`config.mk`:
```
export PLATFORM = sky130hd
export DESIGN_NAME = fetch_unit
export DESIGN_NICKNAME = d
export VERILOG_FILES = /design/src/rtl/fetch_unit.sv
export SDC_FILE = /design/constraint.sdc
export NUM_CORES = 1
export LEC_CHECK = 0
export CAP_MARGIN = 10
export CORE_MARGIN = 4
export CORE_UTILIZATION = 40
export CTS_BUF_LIST = sky130_fd_sc_hd__clkbuf_4 sky130_fd_sc_hd__clkbuf_8
export CTS_CLUSTER_SIZE = 20
export DETAILED_ROUTE_END_ITERATION = 12
export HOLD_SLACK_MARGIN = 0.15
export PLACE_DENSITY = 0.67
export SLEW_MARGIN = 20
export SYNTH_ARGS = -nofsm -noshare
export SYNTH_HDL_FRONTEND = slang
export SYNTH_SLANG_ARGS = --single-unit
```
`constraint.sdc`:
```
create_clock -name clk_in -period 8.25 [get_ports clk_in]
set_clock_uncertainty 0.2 [all_clocks]
set_input_delay 2.475 -clock clk_in [delete_from_list [all_inputs] [get_ports clk_in]]
set_output_delay 2.475 -clock clk_in [all_outputs]
set_load 0.03 [all_outputs]
```
`src/rtl/fetch_unit.sv`:
```
`default_nettype none
//==============================================================================
// Module      : fetch_unit
// Description : Instruction fetch stage. Keeps the fetch PC and has at most
//               one request outstanding to the instruction cache. It
//               predecodes each returned word for JAL and conditional
//               branches and uses the branch predictor's answer to choose the
//               next PC. It delivers {inst, PC, pred_taken} to the decoder and
//               redirects to the ROB target on a flush.
// Ports       : clk_in / rst_n_in         clock, async active-low reset
//               rdy_in                    global enable (low = freeze)
//               if_to_ic_* / ic_to_if_*   I-cache request / response
//               if_to_pr_PC, pr_to_if_*   branch predictor lookup
//               dc_to_if_full, if_to_dc_* decoder / instruction queue
//               rob_to_if_*               redirect from the ROB
// Revision    : 1.0 - initial release
//==============================================================================
module fetch_unit #(
    parameter logic [31:0] RESET_PC = 32'h0
) (
    input  logic        clk_in,
    input  logic        rst_n_in,
    input  logic        rdy_in,
    output logic        if_to_ic_valid,
    output logic [31:0] if_to_ic_PC,
    input  logic        ic_to_if_ready,
    input  logic [31:0] ic_to_if_inst,
    output logic [31:0] if_to_pr_PC,
    input  logic        pr_to_if_prediction,
    input  logic        dc_to_if_full,
    output logic        if_to_dc_valid,
    output logic [31:0] if_to_dc_inst,
    output logic [31:0] if_to_dc_PC,
    output logic        if_to_dc_pred_taken,
    input  logic        rob_to_if_flush,
    input  logic [31:0] rob_to_if_target_PC
);

    localparam logic [6:0] c_OP_JAL    = 7'b1101111;
    localparam logic [6:0] c_OP_BRANCH = 7'b1100011;

    typedef enum logic [1:0] {
        S_IDLE = 2'd0,
        S_WAIT = 2'd1,
        S_HOLD = 2'd2
    } state_t;

    state_t      r_state;
    logic [31:0] r_pc;
    logic [31:0] r_hold_inst;
    logic [31:0] r_hold_pc;
    logic        r_hold_pred;
    logic        r_dc_valid;
    logic [31:0] r_dc_inst;
    logic [31:0] r_dc_pc;
    logic        r_dc_pred;

    logic [31:0] w_imm_j;
    logic [31:0] w_imm_b;
    logic [31:0] w_next_pc;
    logic        w_pred_taken;

    // Immediates of the word currently returned by the cache.
    assign w_imm_j = {{11{ic_to_if_inst[31]}}, ic_to_if_inst[31], ic_to_if_inst[19:12],
                      ic_to_if_inst[20], ic_to_if_inst[30:21], 1'b0};
    assign w_imm_b = {{19{ic_to_if_inst[31]}}, ic_to_if_inst[31], ic_to_if_inst[7],
                      ic_to_if_inst[30:25], ic_to_if_inst[11:8], 1'b0};

    // Predecode. Only JAL and conditional branches can leave the sequential
    // path. JALR needs a register value, so it is treated as fall-through.
    always_comb begin
        w_next_pc    = r_pc + 32'd4;
        w_pred_taken = 1'b0;
        case (ic_to_if_inst[6:0])
            c_OP_JAL: begin
                w_next_pc    = r_pc + w_imm_j;
                w_pred_taken = 1'b1;
            end
            c_OP_BRANCH: begin
                w_pred_taken = pr_to_if_prediction;
                if (pr_to_if_prediction) begin
                    w_next_pc = r_pc + w_imm_b;
                end
            end
            default: begin
                w_next_pc    = r_pc + 32'd4;
                w_pred_taken = 1'b0;
            end
        endcase
    end

    always_ff @(posedge clk_in or negedge rst_n_in) begin
        if (!rst_n_in) begin
            r_state     <= S_IDLE;
            r_pc        <= RESET_PC;
            r_hold_inst <= 32'd0;
            r_hold_pc   <= 32'd0;
            r_hold_pred <= 1'b0;
            r_dc_valid  <= 1'b0;
            r_dc_inst   <= 32'd0;
            r_dc_pc     <= 32'd0;
            r_dc_pred   <= 1'b0;
        end else if (rdy_in) begin
            // Delivery is a single-cycle pulse unless re-asserted below.
            r_dc_valid <= 1'b0;
            if (rob_to_if_flush) begin
                // A flush overrides everything. Any response arriving in this
                // cycle and any held instruction are dropped.
                r_state     <= S_IDLE;
                r_pc        <= rob_to_if_target_PC;
                r_hold_inst <= 32'd0;
                r_hold_pc   <= 32'd0;
                r_hold_pred <= 1'b0;
            end else begin
                case (r_state)
                    S_IDLE: begin
                        if (!dc_to_if_full) begin
                            r_state <= S_WAIT;
                        end
                    end
                    S_WAIT: begin
                        if (ic_to_if_ready) begin
                            r_pc <= w_next_pc;
                            if (!dc_to_if_full) begin
                                r_dc_valid <= 1'b1;
                                r_dc_inst  <= ic_to_if_inst;
                                r_dc_pc    <= r_pc;
                                r_dc_pred  <= w_pred_taken;
                                r_state    <= S_IDLE;
                            end else begin
                                r_hold_inst <= ic_to_if_inst;
                                r_hold_pc   <= r_pc;
                                r_hold_pred <= w_pred_taken;
                                r_state     <= S_HOLD;
                            end
                        end
                    end
                    S_HOLD: begin
                        if (!dc_to_if_full) begin
                            r_dc_valid <= 1'b1;
                            r_dc_inst  <= r_hold_inst;
                            r_dc_pc    <= r_hold_pc;
                            r_dc_pred  <= r_hold_pred;
                            r_state    <= S_IDLE;
                        end
                    end
                    default: begin
                        r_state <= S_IDLE;
                    end
                endcase
            end
        end
    end

    // Only WAIT has a request outstanding. Leaving WAIT cancels the request.
    assign if_to_ic_valid      = (r_state == S_WAIT);
    assign if_to_ic_PC         = r_pc;
    assign if_to_pr_PC         = r_pc;
    assign if_to_dc_valid      = r_dc_valid;
    assign if_to_dc_inst       = r_dc_inst;
    assign if_to_dc_PC         = r_dc_pc;
    assign if_to_dc_pred_taken = r_dc_pred;

endmodule
`default_nettype wire

```
# == Word-level counts from Yosys, hierarchy flattened ==
# Index checks and enable logic that the tools add are counted.
# Widths: inputs -> output; s select.
# word_totals
regBits,165
in_bits,71
wordCells,72
# op_classes
add_sub_neg,3
n_eq_ne,10
mux,40
n_bitwise,1
n_reduce_logical,9
# ops
cell,n
$mux 32,18
$pmux 32 s2,3
$add 32x32->32,2
$add 32x3->32 const B,1
$eq 7x7->1 const B,2
$mux 1,10
$mux 2,5
$reduce_and 4->1,2
$reduce_bool 2->1,4
$ne 3x3->1 const B,2
$pmux 1 s2,3
$pmux 2 s3,1
$reduce_and 6->1,1
$ne 2x2->1 const B,2
$ne 3x1->1 const B,1
$reduce_and 3->1,1
$eq 2x1->1 const B,1
$eq 2x2->1 const B,1
$logic_not 2->1,1
$ne 2x1->1 const B,1
$not 1->1,1

# == Logic depth before layout (Yosys ltp) ==
# Gate-level depths: netlist of run 1.
# depth
word_depth,6
ltp_mapped,11
depth_no_buf,10

# == Worst setup path after synthesis of run 1 ==
# OpenSTA, ideal clock, no wires.
# synth_timing
path_kind,input to register
start,in ic_to_if_inst[8]
end,reg r_pc[25] (netlist: if_to_ic_PC[25])
arrival_ns,4.438
path_slack_ns,3.487
stages,10
path_buffers,0
path_cell_list,ha_1 > fa_1 > a21o_1 > o21a_1 > o21ai_0 > a21oi_1 > o21ai_0 > a211o_1 > nand3_1 > a2bb2oi_1
# synth_between
elab_chain_len,6
# synth_rtl
item,line_no,text
"start, declared",27,"input logic [31:0] ic_to_if_inst,"
$add 32x32->32,82,w_next_pc = r_pc + w_imm_b;
$mux 32,81,if (pr_to_if_prediction) begin
$pmux 32 s2,74,case (ic_to_if_inst[6:0])
$mux 32,122,if (ic_to_if_ready) begin
$mux 32,115,case (r_state)
$mux 32,106,if (rob_to_if_flush) begin
"end signal, assigned",110,r_pc <= rob_to_if_target_PC;
"end signal, assigned",123,r_pc <= w_next_pc;
"end, declared",49,logic [31:0] r_pc;
# No other way between the ends. The select of a mux whose other input is x is not followed.
# A chain may end at the register's enable or synchronous reset.

# == Final worst setup path of run 1 ==
# layout_timing
start,in ic_to_if_inst[31]
end,reg r_pc[20] (netlist: if_to_ic_PC[20])
# layout_between
elab_chain_len,6
# layout_rtl
item,line_no
$add 32x32->32,82
$mux 32,81
$pmux 32 s2 (*),74
$mux 32 (*),122
$mux 32 (*),115
$mux 32 (*),106
# Mark *: on every way between the ends. The rest lies on a longest branch, timed or not. The select of a mux whose other input is x is not followed.

==> qor.yml, run 1 <==
status: "complete, no violations"
dpl.hpwl_mm: 27.42
drtPass1Iterations: 8
finalSetupViolCount: 0
synthMostInstantiatedCell: "nand2_1"
cts_sinks: 165
routabilityCongestion: 0.9335
path_max_fanout: 13
required_ns: 8.43
portBuffers: 201
ys_seq_elements: 165
core.rowCount: 61
synth_cell_types: 74
grt_util_all_layers_pct: 23.81
rsz0062_at_grt: "no"
drive_above_1_share_pct: 5.000
setup.worst_path.end_class: "flip-flop"
power_density_nw_per_um2: 326.6
report.final.slew_viol_count: 0
finalHoldViolations: 0
cts_made_buffers: 17
post_cts_buffers: 0
htreeDepth: 4
utilization_pct: 49.56
clkSlewWorstSetupHoldPaths_ns: 0.12
drc: 0
detail-route-antenna-nets: 0
clock_latency_ns: 0.48
ir_drop_uv: 167.4
grt_pass1_wl_mm: 59.23
fin_crit_sh_pct: 71.02
vias_per_cell: 5.754
slew-limit-headroom_pct: 32.63
final.fill_count: 2741
syn_area_um2: 11470
cts_resized: 0
critical_path_class: "in2reg"
worstMarginPinSlew_ns: 1.011
cp_data_arrival_time_ns: 6.04
synth_edf_count: 0
finalNonFillerCells: 1898
antennaDiodeCount: 0
yosys_warnings: 0
fmax_mhz: 170.7
synth_ff_type: "dfrtp_1"
ys_seq_area_share_pct: 36.01
p_total_mw: 4.534
die_x_um: 177.3
netlist_top_cells_count: "nand2_1, dfrtp_1, a21oi_1, o21ai_0, nor2_1"
p_leak_nw: 5.633
core_area_um2: 28010
multi_input_area_um2: 6671
async_reset_ff_share_pct: 100.0
area_delta_synth_final_pct: 21.07
start_util_pct: 40.94
die_h_um: 177.3
ios: 202
antenna_found_initial: 0
grt_max_degree: 113
clockBufferDepth: 2
cts_tree: "built"
seqCellArea_um2: 4129
vias: 10920
postCtsHoldBufs: 0
synth_top_area_cell: "dfrtp_1"
dpl.cell_count: 1866
grt-ovfl-total: 0
maxCapViolations: 0
avgSynthCellArea_um2: 8.185
yosys.area.top_type_share_pct: 36.01
critPathLaunchType: "input port"
drtIter0Drc: 836
yosys-top-cells-area: "dfrtp_1, nand2_1, mux2i_1"
routedWlPerCell_um: 20.04
wl_mm: 38.03
tns_ns: 0
layout.nets: 1627
grt_pass1_vias: 10230
min_path_type: "reg2reg"
synthCells: 1401
root_buffer: "clkbuf_8"
dieArea_um2: 31440
min_period_ns: 5.859
r2r_setup_slack_ns: 4.85
syn-num-nets: 1521
[cell families after synthesis]
group / after synthesis / synth area share (%)
adder cells (fa/ha/maj): 49 / 5.477
AO/OA/AOI/OAI: 432 / 23.50
multiplexers: 73 / 6.416
buffers and inverters: 152 / 6.165
XOR/XNOR: 50 / 3.819
flip-flops: 165 / 36.01
AND/OR/NAND/NOR: 480 / 18.61
[cell usage in the layout (no fill, tap or decap), types with 10 or more instances in the layout]
| cell type | instances |
|---|---|
| a21o_1 | 27 |
| a21oi_1 | 136 |
| a31oi_1 | 13 |
| and3_1 | 20 |
| buf_4 | 15 |
| clkbuf_8 | 18 |
| clkdlybuf4s50_1 | 200 |
| dfrtp_1 | 165 |
| ha_1 | 46 |
| inv_1 | 22 |
| mux2i_1 | 69 |
| nand2_1 | 219 |
| nand3_1 | 34 |
| nand4_1 | 11 |
| nor2_1 | 122 |
| nor3_1 | 22 |
| o211ai_1 | 10 |
| o21ai_0 | 134 |
| or3_1 | 17 |
| xnor2_1 | 28 |
| xor2_1 | 22 |
[stage by stage]
stage	setup slack (ns)	area, um2	hold WS (ns)
final	2.391	13880	0.2881
after global routing	2.253	13880	0.3125
after CTS	2.488	13880	0.2926
after detailed placement	1.969	13490	0.2700
after global placement	2.017	13490	0.2611
after floorplan	3.487	11470	0.2483
[metal layers]
layer | GRT usage [%] | part of all wire [%] | vias to the layer above
li1 | - | - | 5192
met1 | 36.07 | 48 | 5295
met2 | 35.03 | 44 | 390
met3 | 4.708 | 6.9 | 44
met4 | 5.575 | 1.7 | 0
met5 | 0 | 0 | -
[area by class of cell]
class | count | area share (%)
well taps | 378 | 3.407
flip-flops and latches | 165 | 29.74
repair buffers | 216 | 15.33
clock buffers | 17 | 1.685
clock inverters | 15 | 1.163
multi-input cells | 1084 | 48.05
inverters | 23 | 0.6218
[flip-flops by register name, summed over array words and instances, names as in the netlist]
register and cells:
if_to_dc_PC 32, if_to_dc_inst 32, if_to_dc_pred_taken 1, if_to_dc_valid 1, if_to_ic_PC 32, r_hold_inst 32
r_hold_pc 32, r_hold_pred 1, r_state 2
[final timing paths]
check	from	depth (start not counted)	end
worst max-delay path	ic_to_if_inst[31]	11	if_to_ic_PC[20]
min in group asynchronous	rst_n_in	1	if_to_dc_PC[4]
worst min register to register	r_hold_inst[25]	2	r_hold_inst[25]
worst min-delay path	r_hold_inst[25]	2	r_hold_inst[25]
worst max register to register	if_to_ic_PC[15]	9	if_to_ic_PC[20]
max in group asynchronous	rst_n_in	2	if_to_dc_inst[12]
[critical path, stage by stage]
cell and delay, ns:
clkdlybuf4s50_1 0.74, buf_4 0.37, ha_1 0.42, a21oi_1 0.10, o211ai_1 0.28, nor3_1 0.07
nor3_1 0.54, nor2_1 0.20, a221o_1 0.35, a221o_1 0.31, a22o_1 0.17
[power breakdown]
group	switching, mW	internal, mW	total (mW)
Combinational	1.52	1.01	2.52
Sequential	0.322	1.08	1.41
Clock	0.378	0.228	0.607
No activity file was read; power rests on OpenSTA's default activity.
==> inputs of run 2 (changes only) <==
- clock period: 8.25 -> 5.45 ns (I/O delays scaled with it)
==> qor.yml, run 2 (same netlist as run 1, synthesis figures left out) <==
worstMarginPinSlew_ns: 1.058  # +0.04703 ns
min_period_ns: 4.580
dieArea_um2: 31440  # unchanged
routabilityCongestion: 0.9391  # +0.60%
power_density_nw_per_um2: 499.8  # +53%
cts_tree: "built"
finalSetupViolCount: 0  # unchanged
ir_drop_uv: 217.2  # +30%
core_area_um2: 28010  # unchanged
clock_latency_ns: 0.47  # about the same
critical_path_class: "in2reg"
min_path_type: "reg2reg"
worst_hold_startpoint: "r_hold_pc[14]"
area_delta_synth_final_pct: 22.11
setup.worst_path.end_class: "flip-flop"
final.fill_count: 2746  # +0.18%
htreeDepth: 4  # unchanged
status: "complete, no violations"
pwr-share-clk_pct: 14.2  # +0.8 points
pwr-share-comb_pct: 55.3  # -0.3 points
detail-route-antenna-nets: 0  # unchanged
p_leak_nw: 5.704  # +1.3%
cp.depth: 11  # unchanged
dpl.hpwl_mm: 28.70  # +4.7%
grt_pass1_wl_mm: 61.33  # +3.6%
worst-path-buf-inv: 1  # -1
r2r-end: "if_to_ic_PC[20]"
path_max_fanout: 5  # -8
grt_max_degree: 88  # -22%
cts_resized: 0  # unchanged
report.final.slew_viol_count: 0  # unchanged
maxCapViolations: 0  # unchanged
r2r_cells: 9  # unchanged
vias_per_cell: 5.762  # +0.13%
worst_path_most_repeated_cell: "a21oi_1"
post_cts_buffers: 0  # unchanged
min_path_cells: 2  # unchanged
layout.nets: 1640  # +0.80%
antenna_found_initial: 1  # +1
p_switching_mw: 3.379  # +52%
vias: 11020  # +0.87%
crit_family: "compound AO/OA/AOI/OAI gates"
core.rowCount: 61  # unchanged
utilization_pct: 49.99  # +0.42 points
layout_commonest_cell: "nand2_1"
wl_mm: 39.38  # +3.6%
clockBufferDepth: 2  # unchanged
finalHoldViolations: 0  # unchanged
slew-limit-headroom_pct: 29.50  # -3.1 points
critical-path-max-stage-delay_ns: 0.50  # -0.24 ns
routedWlPerCell_um: 20.60  # +2.8%
required_ns: 5.58  # -2.85 ns
postCtsHoldBufs: 0  # unchanged
fmax_mhz: 218.3
start_util_pct: 40.94  # unchanged
swShare_pct: 48.28  # -0.59 points
cp_cell_sequence: "clkdlybuf4s50_1 -> ha_1 -> fa_1 -> a21o_1 -> o21a_1 -> o21ai_0 -> nand3_1 -> a21oi_1 -> nor3_1 -> nor4_1 -> a21oi_1"
portBuffers: 201  # unchanged
critPathLaunchType: "input port"
layout_common_cells: "nand2_1, clkdlybuf4s50_1, dfrtp_1"
drc: 0  # unchanged
grt_util_all_layers_pct: 24.74  # +0.93 points
cp_data_arrival_time_ns: 4.71  # -1.33 ns
tns_ns: 0  # unchanged
die_x_um: 177.3  # unchanged
internal_power_mw: 3.619  # +56%
root_buffer: "clkbuf_8"
cts_made_buffers: 17  # unchanged
grt_pass1_vias: 10440  # +2.1%
ios: 202  # unchanged
grt-ovfl-total: 0  # unchanged
crit_slowest_cell: "clkdlybuf4s50_1"
fin_crit_sh_pct: 84.04
worstHoldEndpoint: "r_hold_pc[14]"
die_h_um: 177.3  # unchanged
power_frac_seq_pct: 30.5  # -0.5 points
clkSlewWorstSetupHoldPaths_ns: 0.09  # -0.03 ns
drtPass1Iterations: 7  # -1
r2r_setup_slack_ns: 1.93  # -2.92 ns
cts_sinks: 165  # unchanged
drive_above_1_share_pct: 5.806  # +0.81 points
worstReg2RegStart: "if_to_ic_PC[4]"
rsz0062_at_grt: "no"
drtIter0Drc: 1016  # +22%
[run 2: worst max path at each step]
stage,start,end,slack (ns)
2_1_floorplan,ic_to_if_inst[8],if_to_ic_PC[25],1.53
3_3_place_gp,ic_to_if_inst[8],if_to_ic_PC[23],0.54
3_5_place_dp,ic_to_if_inst[8],if_to_ic_PC[23],0.46
4_1_cts,ic_to_if_inst[8],if_to_ic_PC[23],0.95
5_1_grt,ic_to_if_inst[8],if_to_ic_PC[23],0.74
6_report,ic_to_if_inst[8],if_to_ic_PC[23],0.87
[run 2: area by class of cell]
class	count	area (um2)	share of cell area [%]
antenna	1	2.502	0.01787
tap	378	473.0	3.378
sequential	165	4129	29.49
clock inverter	14	180.2	1.287
clock buffer	18	241.5	1.725
timing repair buffer	229	2223	15.88
multi-input combinational	1084	6666	47.61
inverter	23	86.33	0.6166
[run 2: power groups by stage]
stage	sequential, mW	combinational (mW)	clock, mW
5_1_grt	2.20	4.19	1.06
3_3_place_gp	2.15	3.82	0
3_5_place_dp	2.15	3.85	0
2_1_floorplan	2.58	1.99	0
6_report	2.14	3.87	0.991
4_1_cts	2.13	3.87	1.01
[run 2: per-stage QoR]
step / std cells / power, mW / hold WS [ns] / worst slack [ns] / area, um2
final: 1912 / 6.998 / 0.2870 / 0.8699 / 14000
after global routing: 1912 / 7.451 / 0.3056 / 0.7369 / 14000
after CTS: 1911 / 7.011 / 0.2924 / 0.9528 / 14000
after detailed placement: 1879 / 6.003 / 0.2697 / 0.4637 / 13580
after global placement: 1879 / 5.964 / 0.2615 / 0.5364 / 13580
after floorplan: 1401 / 4.574 / 0.2483 / 1.527 / 11470
[run 2: worst min-delay path: stages, from the launching register on]
cell     delay, ns
dfrtp_1       0.35
nand2_1       0.05
o21ai_0       0.06
[run 2: metal layers]
layer  routed length [um]  track usage (%)
met1                18540            37.88
met2                17170            36.57
met3                 3032            3.792
met4                  641            6.155
met5                    0                0
